--- src/rtl/lane_commit_buffer.sv ---
// In-order commit FIFO between the lane's functional-unit selector and the VRF write port.
// Drains through a valid/ready handshake, supports flush, and counts completed VRF writes.
module lane_commit_buffer #(
    parameter int unsigned DEPTH       = 4,
    parameter int unsigned ADDR_WIDTH  = 5,
    parameter int unsigned DATA_WIDTH  = 64,
    parameter int unsigned COUNT_WIDTH = 16,
    localparam int unsigned PTR_WIDTH  = $clog2(DEPTH),
    localparam int unsigned OCC_WIDTH  = PTR_WIDTH + 1
) (
    input  logic                   clk,
    input  logic                   rst_n,
    input  logic                   in_valid,
    output logic                   in_ready,
    input  logic [ADDR_WIDTH-1:0]  vector_destination_address,
    input  logic [DATA_WIDTH-1:0]  vd,
    input  logic                   flush,
    output logic                   vrf_we,
    input  logic                   vrf_ready,
    output logic [ADDR_WIDTH-1:0]  vrf_waddr,
    output logic [DATA_WIDTH-1:0]  vrf_wdata,
    output logic [OCC_WIDTH-1:0]   occupancy,
    output logic [COUNT_WIDTH-1:0] commit_count
);

    localparam logic [OCC_WIDTH-1:0] OccFull = OCC_WIDTH'(DEPTH);

    logic [PTR_WIDTH-1:0]   wr_ptr_q, wr_ptr_d;
    logic [PTR_WIDTH-1:0]   rd_ptr_q, rd_ptr_d;
    logic [OCC_WIDTH-1:0]   occ_q, occ_d;
    logic [COUNT_WIDTH-1:0] count_q, count_d;

    logic [ADDR_WIDTH-1:0] addr_mem [DEPTH];
    logic [DATA_WIDTH-1:0] data_mem [DEPTH];

    logic full, empty, push, pop;

    assign full  = (occ_q == OccFull);
    assign empty = (occ_q == '0);

    // Ready depends only on held state and flush, never on vrf_ready.
    assign in_ready = ~full & ~flush;
    // No VRF write may be issued in a cycle where reset is being applied.
    assign vrf_we   = ~empty & ~flush & rst_n;

    assign push = in_valid & in_ready;
    assign pop  = vrf_we & vrf_ready;

    assign vrf_waddr    = vrf_we ? addr_mem[rd_ptr_q] : '0;
    assign vrf_wdata    = vrf_we ? data_mem[rd_ptr_q] : '0;
    assign occupancy    = occ_q;
    assign commit_count = count_q;

    always_comb begin
        wr_ptr_d = wr_ptr_q;
        rd_ptr_d = rd_ptr_q;
        occ_d    = occ_q;
        count_d  = count_q + COUNT_WIDTH'(pop);
        if (flush) begin
            wr_ptr_d = '0;
            rd_ptr_d = '0;
            occ_d    = '0;
        end else begin
            if (push) begin
                wr_ptr_d = wr_ptr_q + PTR_WIDTH'(1);
            end
            if (pop) begin
                rd_ptr_d = rd_ptr_q + PTR_WIDTH'(1);
            end
            case ({push, pop})
                2'b10:   occ_d = occ_q + OCC_WIDTH'(1);
                2'b01:   occ_d = occ_q - OCC_WIDTH'(1);
                default: occ_d = occ_q;
            endcase
        end
    end

    always_ff @(posedge clk) begin
        if (!rst_n) begin
            wr_ptr_q <= '0;
            rd_ptr_q <= '0;
            occ_q    <= '0;
            count_q  <= '0;
        end else begin
            wr_ptr_q <= wr_ptr_d;
            rd_ptr_q <= rd_ptr_d;
            occ_q    <= occ_d;
            count_q  <= count_d;
        end
    end

    // Storage is not reset; outputs are masked while vrf_we is low.
    always_ff @(posedge clk) begin
        if (push) begin
            addr_mem[wr_ptr_q] <= vector_destination_address;
            data_mem[wr_ptr_q] <= vd;
        end
    end

endmodule

--- config.mk ---
export PLATFORM = sky130hd
export DESIGN_NAME = lane_commit_buffer
export DESIGN_NICKNAME = d
export VERILOG_FILES = /design/src/rtl/lane_commit_buffer.sv
export SDC_FILE = /design/constraint.sdc
export NUM_CORES = 1
export LEC_CHECK = 0
export ABC_CLOCK_PERIOD_IN_PS = 2700
export CAP_MARGIN = 5
export CELL_PAD_IN_SITES_DETAIL_PLACEMENT = 0
export CELL_PAD_IN_SITES_GLOBAL_PLACEMENT = 1
export CORE_ASPECT_RATIO = 0.8
export CORE_MARGIN = 10
export CORE_UTILIZATION = 42
export CTS_CLUSTER_DIAMETER = 200
export DETAILED_ROUTE_END_ITERATION = 8
export PLACE_DENSITY_LB_ADDON = 0.1
export SYNTH_ARGS = -nofsm -noshare
export SYNTH_HDL_FRONTEND = slang
export SYNTH_SLANG_ARGS = --single-unit
--- constraint.sdc ---
create_clock -name clk -period 2.7 [get_ports clk]
set_input_delay 0.405 -clock clk [delete_from_list [all_inputs] [get_ports clk]]
set_output_delay 0.405 -clock clk [all_outputs]
set_load 0.01 [all_outputs]
==> results.cfg <==
[status]
status = complete, no violations

[flow_run]
drv_cap = 0

[routing]
dr.pass1.iters = 4
routed_via_density = 5.01
dr.first_iter.drc_count = 300
ant_nets = 0
drc = 0
num_vias = 5816
wirelength_um = 24200
wl_per_cell_um = 20.8

[clocking]
cts_root_buffer = clkbuf_16
cts.clk_slew.worst_paths_ps = 60
insertion_delay_ps = 540
clockBufferDepth = 3
cts_max_level = 1
cts_sinks = 301
cts_tree = yes
cts_buffers = 30

[timing]
slew_viol_final = 0
fin_crit_sh = 0.972
post-route-min-period_ps = 2620
layout_setup_ws_ps = 76.2
finalClockSkew_ps = 6.36
clock.fmax_ghz = 0.381
rsz0062_at_grt = no
tns_ps = 0
holdWs_ps = 485
setup_viol = 0
hold_violations = 0
tightest_slew_ps = 367
relSlewSlack = 0.755

[cells_and_area]
final_cell_mix = 276 x edfxtp_1, 93 x clkdlybuf4s50_1, 82 x and2_1, 69 x mux4_2, 42 x dlygate4sd2_1
design_area_um2 = 15000
final_util = 0.552
area_delta_synth_final_pct = 29.4
final_layout_size_suffix_gt1_frac = 0.211
layout_commonest_cell = edfxtp_1
nNetsFinal = 855
final_cells = 1160

[critical_path]
worstReg2RegEnd = occupancy[2]$_SDFFE_PP0P_
regToRegSetupSlack_ps = 350
cp_cell_sequence = buf_12, buf_16, mux4_2, and2_1, dlygate4sd2_1
path_class = flip-flop to output pin
cp-end-kind = output pin
critical_path_buf_inv_count = 3
cp_max_fo = 8
cp_top_family = buffers and inverters
crit_arrival_ps = 2220
crit_path_start_kind = flip-flop
max_stage_delay_ps = 510
reg2regPathDepth = 9
cp_data_required_time_ps = 2300
regToRegStartpoint = occupancy[1]$_SDFFE_PP0P_
crit_slowest_cell = mux4_2

[grt]
busiest_layer = met2
grt_pass1_vias = 6319
grt_use_total = 0.137
antenna_found_initial = 1
grt_pass1_wl_um = 37000
gr-usage-met1 = 0.173
grt_start_max_net_pins = 38
grt.overflow.total = 0
met3_usage = 0.0330
globalRouteMet2Util = 0.235

[placed_design]
preCtsSetupSlack_ps = -46.7
placed_area_um2 = 14000
dpl.hpwl_um = 15200
placed_cells = 1096
gp_congestion = 0.740
port_buffers = 163

[pwr]
switching_share = 0.191
power_leakage_nw = 5.13
p_switching_mw = 1.81
powerDensity_nw_per_um2 = 628
report.power.total_mw = 9.44
power_frac_seq = 0.547
p_clk_frac = 0.416
intPower_mw = 7.64
ir_worst_vdd_mv = 0.434
p_comb_frac = 0.037

[die]
initial_core_util = 0.427
row_count = 54
core_um2 = 27200
dieHeight_um = 169
die_x_um = 206
top_level_ports = 164
dieArea_um2 = 34800

[yosys]
syn_avg_cell_area_um2 = 20.4
yosys-top-cells-area = edfxtp_1 71%, mux4_2 13%, and2_1 4.7%
synth_cell_type_count = 28
yosysSeqAreaShare = 0.757
yosysTopAreaCell = edfxtp_1
netlist_area_um2 = 11600
synth_top_area_share = 0.713
ys_ff_latch = 301
syn-num-nets = 652
synthCells = 569
yosysWarnings = 0

[hold_path]
hold_start = commit_count[15]$_SDFF_PN0_
hold_path.class = flip-flop to flip-flop
min_delay_path_depth = 2
whs_endpoint = commit_count[15]$_SDFF_PN0_
==> repair_timing <==
| item | 4_1_cts | 5_1_grt |
|---|---|---|
| setup buffers | 4 | 1 |
| setup endpoints to repair | 70 | 35 |
| gates resized for setup | 83 | 33 |
| hold buffers | 0 | 0 |
| gates cloned | 2 | 1 |
==> worst reg2reg max path: stages (launching register included) <==
cell and delay (ps):
dfxtp_1 430, or3_4 180, nor2b_4 200, and2_1 200
ha_1 200, inv_1 60, fa_1 380, xor2_1 160
or3_1 320, a21oi_1 150
==> layer usage <==
metal	vias to the layer above	share of wire
li1	2658	-
met1	2987	0.42
met2	130	0.50
met3	39	0.058
met4	2	0.018
met5	-	0.00054
==> cells by family after synthesis <==
group / Yosys count / synth area share
multiplexers: 71 / 0.136
AND/OR/NAND/NOR: 128 / 0.0641
AO/OA/AOI/OAI: 9 / 0.00495
flip-flops: 301 / 0.757
buffers and inverters: 35 / 0.0165
XOR/XNOR: 16 / 0.0121
adder cells (fa/ha/maj): 9 / 0.0103
==> cell type report <==
| type | count | area [um^2] |
|---|---|---|
| diodes | 1 | 2.50 |
| clock buffers | 38 | 802 |
| clock inverters | 17 | 140 |
| fillers | 2130 | 12200 |
| inverters | 9 | 33.8 |
| multi-input cells | 233 | 2660 |
| flip-flops and latches | 301 | 8800 |
| well taps | 364 | 455 |
| repair buffers | 197 | 2140 |
==> state kept, by name, summed over array words and instances, names as in the netlist, named ones only <==
signal,flops
commit_count,16
occupancy,3
addr_mem,20
wr_ptr_q,2
rd_ptr_q,2
data_mem,256
==> synthesized netlist by cell type (all sizes together) <==
cell / number
edfxtp: 276
and2: 87
mux4: 69
dfxtp: 25
buf: 19
xor2: 12
nor2: 11
inv: 9
ha: 8
clkbuf: 7
nand3: 7
nand2: 6
nor3: 4
or3: 4
xnor2: 4
a21oi: 3
nand4: 3
nor4: 3
o21ai: 3
a21boi: 2
mux2i: 2
nand2b: 2
a211oi: 1
fa: 1
nor2b: 1
==> worst max path at each step <==
stage	startpoint	endpoint	slack [ps]	depth (start not counted)
global placement	flush	commit_count[14]$_SDFF_PN0_	20	10
finish	flip-flop	vrf_wdata[60]	80	5
CTS	flip-flop	vrf_wdata[13]	-130	4
detailed placement	flush	commit_count[14]$_SDFF_PN0_	-50	10
global route	flip-flop	vrf_wdata[19]	3	4
floorplan	flush	occupancy[2]$_SDFFE_PP0P_	370	11
==> power groups by stage <==
| stage | registers (mW) | logic (mW) | clock network [mW] |
|---|---|---|---|
| 2_1_floorplan | 5.27 | 0.123 | 0 |
| 3_3_place_gp | 5.26 | 0.343 | 0 |
| 3_5_place_dp | 5.27 | 0.354 | 0 |
| 4_1_cts | 5.17 | 0.358 | 4.06 |
| 5_1_grt | 5.17 | 0.383 | 4.23 |
| 6_report | 5.16 | 0.352 | 3.93 |
(Power assumes the default switching activity.)
